`src/rtl/axi_pmu_streamer.sv`:
```
// axi_pmu_streamer: snapshots the PMU counter bank on a software or periodic
// trigger and ships it as one fixed-length framed 32-bit AXI-Stream packet.
// Frame = header {SYNC_TAG, NUM_COUNTERS, seq} + low/high halves of each counter.
module axi_pmu_streamer #(
  parameter int          NUM_COUNTERS = 19,
  parameter int          ADDR_WIDTH   = 5,
  parameter int          PERIOD_WIDTH = 32,
  parameter logic [15:0] SYNC_TAG     = 16'hA55A
) (
  input  logic                    aclk,
  input  logic                    aresetn,
  input  logic                    trigger_i,
  input  logic [PERIOD_WIDTH-1:0] period_i,
  output logic [ADDR_WIDTH-1:0]   pmu_addr_o,
  input  logic [63:0]             pmu_data_i,
  output logic [31:0]             m_tdata,
  output logic                    m_tvalid,
  input  logic                    m_tready,
  output logic                    m_tlast,
  output logic                    busy_o,
  output logic [15:0]             dropped_o
);

  localparam int WORDS  = 2 * NUM_COUNTERS;
  localparam int WORD_W = $clog2(WORDS);
  localparam logic [WORD_W-1:0]     LAST_WORD = WORD_W'(WORDS - 1);
  localparam logic [ADDR_WIDTH-1:0] LAST_ADDR = ADDR_WIDTH'(NUM_COUNTERS - 1);

  typedef enum logic [1:0] {IDLE, CAPTURE, HEADER, STREAM} state_t;

  state_t                  state_reg;
  logic [PERIOD_WIDTH-1:0] timer_reg;
  logic [PERIOD_WIDTH:0]   timer_inc;
  logic                    timer_fire;
  logic                    trig_eff;
  logic [7:0]              seq_reg;
  logic [WORD_W-1:0]       word_reg;
  logic [WORD_W-1:0]       word_next;
  logic [63:0]             buf_mem [NUM_COUNTERS];

  // One extra bit on the increment so a period near the top of the range
  // cannot wrap the comparison.
  assign timer_inc  = {1'b0, timer_reg} + (PERIOD_WIDTH + 1)'(1);
  assign timer_fire = (period_i != '0) && (timer_inc >= {1'b0, period_i});
  // Software and timer requests in the same cycle collapse into one trigger.
  assign trig_eff   = trigger_i | timer_fire;
  assign busy_o     = (state_reg != IDLE);
  assign word_next  = word_reg + WORD_W'(1);

  // Even words carry the low half of a counter, odd words the high half.
  function automatic logic [31:0] buf_word(input logic [WORD_W-1:0] w);
    logic [63:0] entry;
    entry = buf_mem[w[WORD_W-1:1]];
    return w[0] ? entry[63:32] : entry[31:0];
  endfunction

  // Free-running periodic timer; keeps running while a frame is in flight.
  always_ff @(posedge aclk or negedge aresetn) begin
    if (!aresetn)
      timer_reg <= '0;
    else if (period_i == '0 || timer_fire)
      timer_reg <= '0;
    else
      timer_reg <= timer_inc[PERIOD_WIDTH-1:0];
  end

  // Saturating count of triggers that arrive while a snapshot is in progress.
  always_ff @(posedge aclk or negedge aresetn) begin
    if (!aresetn)
      dropped_o <= '0;
    else if (trig_eff && state_reg != IDLE && dropped_o != 16'hFFFF)
      dropped_o <= dropped_o + 16'd1;
  end

  // Snapshot buffer: one counter captured per CAPTURE cycle at the swept address.
  always_ff @(posedge aclk) begin
    if (state_reg == CAPTURE)
      buf_mem[pmu_addr_o] <= pmu_data_i;
  end

  // Sweep / header / stream sequencer with registered stream outputs.
  always_ff @(posedge aclk or negedge aresetn) begin
    if (!aresetn) begin
      state_reg  <= IDLE;
      pmu_addr_o <= '0;
      word_reg   <= '0;
      seq_reg    <= '0;
      m_tvalid   <= 1'b0;
      m_tlast    <= 1'b0;
      m_tdata    <= '0;
    end else begin
      case (state_reg)
        IDLE: begin
          if (trig_eff) begin
            state_reg  <= CAPTURE;
            pmu_addr_o <= '0;
          end
        end
        CAPTURE: begin
          if (pmu_addr_o == LAST_ADDR) begin
            pmu_addr_o <= '0;
            state_reg  <= HEADER;
            m_tvalid   <= 1'b1;
            m_tlast    <= 1'b0;
            m_tdata    <= {SYNC_TAG, 8'(NUM_COUNTERS), seq_reg};
          end else begin
            pmu_addr_o <= pmu_addr_o + ADDR_WIDTH'(1);
          end
        end
        HEADER: begin
          if (m_tready) begin
            seq_reg   <= seq_reg + 8'd1;
            word_reg  <= '0;
            m_tdata   <= buf_word('0);
            m_tlast   <= 1'b0;
            state_reg <= STREAM;
          end
        end
        STREAM: begin
          if (m_tready) begin
            if (m_tlast) begin
              state_reg <= IDLE;
              m_tvalid  <= 1'b0;
              m_tlast   <= 1'b0;
              m_tdata   <= '0;
            end else begin
              word_reg <= word_next;
              m_tdata  <= buf_word(word_next);
              m_tlast  <= (word_next == LAST_WORD);
            end
          end
        end
        default: state_reg <= IDLE;
      endcase
    end
  end

endmodule
```
`config.mk`:
```
export PLATFORM = sky130hd
export DESIGN_NAME = axi_pmu_streamer
export DESIGN_NICKNAME = d
export VERILOG_FILES = /design/src/rtl/axi_pmu_streamer.sv
export SDC_FILE = /design/constraint.sdc
export NUM_CORES = 2
export LEC_CHECK = 0
export CAP_MARGIN = 20
export CORE_MARGIN = 5
export CORE_UTILIZATION = 35
export CTS_CLUSTER_DIAMETER = 50
export DETAILED_ROUTE_END_ITERATION = 12
export GPL_TIMING_DRIVEN = 0
export PLACE_DENSITY = 0.48
export SLEW_MARGIN = 20
export SYNTH_ARGS = -nofsm -noshare
export SYNTH_HDL_FRONTEND = slang
export SYNTH_SLANG_ARGS = --single-unit
```
`constraint.sdc`:
```
create_clock -name aclk -period 5.8 [get_ports aclk]
set_clock_uncertainty 0.1 [all_clocks]
set_input_delay 1.45 -clock aclk [delete_from_list [all_inputs] [get_ports aclk]]
set_output_delay 1.45 -clock aclk [all_outputs]
set_load 0.01 [all_outputs]
```
# Word-level counts from Yosys, hierarchy flattened
# Memory sizes are Yosys's and may differ from the RTL's.
# Index checks and enable logic that the tools add are counted.
# classes
add_sub_neg	5
magnitude_cmp	1
eq_ne	12
n_mux	31
bitwise_logic	1
n_reduce_logical	18
# op_table
cell	n
$mux W32	6
$pmux W32 S3	1
$add A32 B1 Y33 const B	1
$ge A33 B32 Y1	1
$logic_not A32 Y1	1
$reduce_bool A32 Y1	1
$mux W6	3
$add A16 B1 Y16 const B	1
$ne A16 B16 Y1 const B	1
$pmux W6 S2	1
$reduce_and A4 Y1	3
$mux W2	5
$mux W5	2
$ne A2 B2 Y1 const B	5
$pmux W5 S2	1
$mux W1	9
$add A8 B1 Y8 const B	1
$pmux W2 S4	1
$reduce_bool A2 Y1	4
$add A6 B1 Y6 const B	1
$eq A6 B6 Y1 const B	1
$add A5 B1 Y5 const B	1
$eq A5 B5 Y1 const B	1
$reduce_and A5 Y1	1
11 further kinds	15
# word_totals
reg_bits	103
mem_bits_rw	1216
inputBits	100
output_inout_bits	56
wordCells	78
n_memories	1
# mem_list
name	words	width	rd	rd_clocked_by_memory_dff	write_ports	line	rtl
buf_mem	19	64	2	0	1	39	logic [63:0] buf_mem [NUM_COUNTERS];

# Logic depth before layout (Yosys ltp)
# depth
ltp_word	6
ltp_mapped	17
mapped_depth_nobuf	16

# Worst setup path after synthesis
# Ideal clock, no wire load.
# synth_path
path_type	flip-flop to flip-flop
start	register state_reg[1]
end	memory buf_mem[2][0] (enable)
setup_ps	486
arrival_ps	4030
t_required_ps	5214
slack_ps	1184
stages_incl_launch_ff	7
path_buffers	1
synth_period_minus_slack_ps	4616
cell_sequence	dfrtp_1 inv_1 ha_1 clkbuf_1 inv_1 or3_1 nor2_1
# synth_between
elab_chain_cells	3
# synth_rtl
item	line	rtl
start, declared	31	state_t state_reg;
start signal, assigned	84	state_reg <= IDLE;
start signal, assigned	95	state_reg <= CAPTURE;
start signal, assigned	102	state_reg <= HEADER;
$eq A2 B1 Y1	77	if (state_reg == CAPTURE)
$mux W1	77	
$mux W1 (not written as such)	78	buf_mem[pmu_addr_o] <= pmu_data_i;
end, declared	39	
# Every way passes these cells.

# Final worst setup path
# layout_path
start	register word_reg[0]
end	register m_tdata[2]
# layout_between
elab_chain_cells	6
# layout_rtl
item	line	rtl
start, declared	37	logic [WORD_W-1:0] word_reg;
start signal, assigned	127	word_reg <= word_next;
$add A6 B1 Y6 (*)	48	assign word_next = word_reg + WORD_W'(1);
$mem_v2 Z19 W64	n/a	
$mux W32 (*)	54	return w[0] ? entry[63:32] : entry[31:0];
$mux W32 (*)	121	if (m_tlast) begin
$mux W32 (*)	120	if (m_tready) begin
$pmux W32 S3 (*)	92	case (state_reg)
end signal, assigned	105	m_tdata <= {SYNC_TAG, 8'(NUM_COUNTERS), seq_reg};
end signal, assigned	114	m_tdata <= buf_word('0);
end signal, assigned	128	m_tdata <= buf_word(word_next);
end, declared	16	output logic [31:0] m_tdata,
# Mark *: on every way between the ends. The rest lies on a longest branch, timed or not. The select of a mux whose other input is x is not followed.
# A chain may end at the register's enable or synchronous reset.

==> impl_metrics.py <==
metrics = {
    "synth": {
        "synth-main-ff-cell": "edfxtp_1",
        "synth.avg_cell_area_sq_um": 16.0,
        "seq_area_frac_synth": 0.731,
        "synth_largest_area_cell": "edfxtp_1",
        "syn-cell-area_sq_mm": 0.0535,
        "yosysUniqueCellTypes": 80,
        "ys_seq_elements": 1319,
        "syn-num-nets": 3491,
        "synthTopCellsByArea": "edfxtp_1 (68%), mux4_2 (6.5%), dfrtp_1 (4.8%), nand2_1 (3.3%), mux2i_1 (2.2%)",
        "synth_edf_count": 1216,
        "syn_inst": 3345,
        "synthArstFlopShare": 0.0781,
        "synth_warnings": 0,
        "yosys.area.top_type_share": 0.683,
    },
    "global_routing": {
        "antenna_found_initial": 13,
        "track_usage": 0.218,
        "grt_max_degree": 66,
        "grt_pass1_vias": 32200,
        "grt_first_pass_wirelength_microns": 251000,
        "grt_remaining_overflow": 0,
    },
    "cells_and_area": {
        "finalNonFillerCells": 5877,
        "multi_input_area_sq_mm": 0.0134,
        "area_delta_synth_final_pct": 20.0,
        "fillers": 13700,
        "drive_above_1_share": 0.156,
        "largest_register_ffs": 1216,
        "finish.utilization": 0.422,
        "seq_area_sq_mm": 0.0391,
        "stdcell_area_sq_mm": 0.0642,
        "fin_nets": 3865,
    },
    "setup_path": {
        "worstSetupPathType": "flop to flop",
        "cp_cell_sequence": "clkinv_1, ha_1, buf_2, buf_2, buf_2, buf_2, nand2_1, a211oi_1, a31oi_1, a31oi_1, o22ai_1",
        "cp-end-kind": "flop",
        "crit_top_cell": "buf_2",
        "regToRegSetupSlack_ns": 0.36,
        "worst-path-buf-inv": 5,
        "arrival_ns": 5.96,
        "r2r_cells": 11,
        "critPathTopFamily": "buffers and inverters",
        "worstPathRequired_ns": 6.32,
        "cp-start-kind": "flop",
        "path_max_fanout": 10,
        "path_depth": 11,
        "cpMaxStageDelayCell": "a31oi_1",
        "cpPeakStageDelay_ns": 0.64,
    },
    "timing": {
        "fmax_ghz": 0.184,
        "setup_violations": 0,
        "layout_setup_ws_ns": 0.363,
        "whs_ns": 0.393,
        "rsz0062_at_grt": "false",
        "slew_violations": 0,
        "finalCritPeriodShare": 0.937,
        "finalCriticalPeriod_ns": 5.44,
        "worst_pin_slew_ns": 1.18,
        "finalHoldViolations": 0,
        "slew_headroom": 0.212,
    },
    "die": {
        "start_util": 0.352,
        "die_h_microns": 401,
        "die-area_sq_mm": 0.161,
        "core-area_sq_mm": 0.152,
        "die_x_microns": 401,
        "num_rows": 143,
        "ios": 156,
    },
    "power": {
        "power_leakage_nw": 21.4,
        "vdd_drop_max_uv": 292,
        "power_density_mw_per_mm2": 465,
    },
    "clock_tree": {
        "clockRootBuffer": "clkbuf_16",
        "cts_made_buffers": 152,
        "clk_pin_slew_ns": 0.06,
        "cts.sinks": 1319,
        "htreeDepth": 4,
        "cts_tree": "built",
        "clk_latency_ns": 0.78,
        "cts_resized": 0,
        "post_cts_buffers": 0,
        "postCtsHoldBufs": 0,
        "clockBufferDepth": 3,
    },
    "route": {
        "dr_wl_met2_microns": 82600,
        "postRouteWirelength_microns": 179000,
        "routed_via_density": 5.53,
        "wl_met1_microns": 77300,
        "drc": 0,
        "drtIter0Drc": 3415,
        "route.met3.wl_microns": 12900,
        "wl_per_cell_microns": 30.4,
        "vias": 32500,
        "top_layer": "met5",
        "dr.pass1.iters": 6,
        "antenna_left": 0,
    },
    "worst_hold_path": {
        "holdPathStages": 1,
        "hold_class": "flop to flop",
    },
    "flow_run": {
        "cap_violations": 0,
    },
    "placed_design": {
        "dp_slack_ns": 0.311,
        "place_hpwl_microns": 123000,
        "io_buffers": 155,
        "place_area_sq_mm": 0.0593,
        "gp_congestion": 0.832,
        "placedCellCount": 5595,
    },
    "status": {
        "status": "finished, final reports clean",
    },
}
==> layout by cell type (no fill, tap or decap), types with 86 or more instances in the layout <==
master / count
a31oi_1: 86
clkbuf_16: 156
nor2_1: 89
nand3_1: 128
clkdlybuf4s50_1: 154
a21oi_1: 104
edfxtp_1: 1216
dfrtp_1: 103
mux2i_1: 117
clkbuf_1: 92
mux4_2: 155
o21ai_0: 87
nand2_1: 467
==> through the flow <==
stage	setup TNS [ns]	power [mW]
after floorplan	0	16.3
final	0	29.8
after CTS	0	30.0
after detailed placement	0	20.7
after global placement	-2148.86	20.5
after global routing	0	30.9
==> synth_stat cells, types with 8 or more instances <==
master / instances
a21oi_1: 104
xnor2_1: 43
o22ai_1: 25
nand3_1: 128
buf_2: 76
a2111oi_0: 9
edfxtp_1: 1216
nor2b_1: 33
nand2_1: 467
a211oi_1: 41
o2111ai_1: 17
buf_1: 19
inv_1: 47
mux2i_1: 117
dfrtp_1: 103
clkbuf_1: 64
nand2b_1: 11
nor3b_1: 9
mux4_2: 155
nand4_1: 34
and2_1: 13
buf_4: 21
o211ai_1: 29
xor2_1: 10
nor2_1: 101
a22oi_1: 16
a221oi_1: 15
ha_1: 46
nor4_1: 10
a41oi_1: 12
o21ai_0: 87
nor3_1: 27
a31oi_1: 86
and3_1: 58
o311a_1: 8
==> power by group <==
| group | switching, mW | internal, mW | total (mW) | leakage, nW |
|---|---|---|---|---|
| Clock | 4.02 | 5.35 | 9.36 | 2.36 |
| Sequential | 0.315 | 11.0 | 11.3 | 12.3 |
| Combinational | 6.17 | 3.03 | 9.20 | 6.74 |
==> worst paths after layout <==
kind                                    startpoint                        end
setup / recovery           word_reg[0]$_DFFE_PN0P_     m_tdata[2]$_DFFE_PN0P_
hold / removal              seq_reg[7]$_DFFE_PN0P_     seq_reg[7]$_DFFE_PN0P_
setup reg to reg           word_reg[0]$_DFFE_PN0P_     m_tdata[2]$_DFFE_PN0P_
hold reg to reg             seq_reg[7]$_DFFE_PN0P_     seq_reg[7]$_DFFE_PN0P_
max in group asynchronous                  aresetn  pmu_addr_o[2]$_DFFE_PN0P_
min in group asynchronous                  aresetn    timer_reg[21]$_DFF_PN0_
==> logic make-up after synthesis <==
kind of cell             count (synthesis)  synth area share
flip-flops                            1319             0.731
AND/OR/NAND/NOR                        921            0.0794
AO/OA/AOI/OAI                          490            0.0603
multiplexers                           275            0.0878
buffers and inverters                  237            0.0209
XOR/XNOR                                57           0.00990
adder cells (fa/ha/maj)                 46            0.0108
==> per-layer routing <==
| metal | vias up | GRT usage |
|---|---|---|
| met5 | - | 0 |
| li1 | 13900 | - |
| met1 | 17000 | 0.307 |
| met4 | 6 | 0.0693 |
| met3 | 287 | 0.0417 |
| met2 | 1349 | 0.345 |
==> layout make-up <==
cell class              instances  share of cell area
clock inverters                84              0.0116
inverters                      49             0.00294
flip-flops and latches       1319               0.609
well taps                    2030              0.0396
diodes                          3            0.000117
clock buffers                 195              0.0642
plain buffers                 188              0.0147
repair buffers                220              0.0487
multi-input cells            1789               0.209
(Power assumes the default switching activity.)
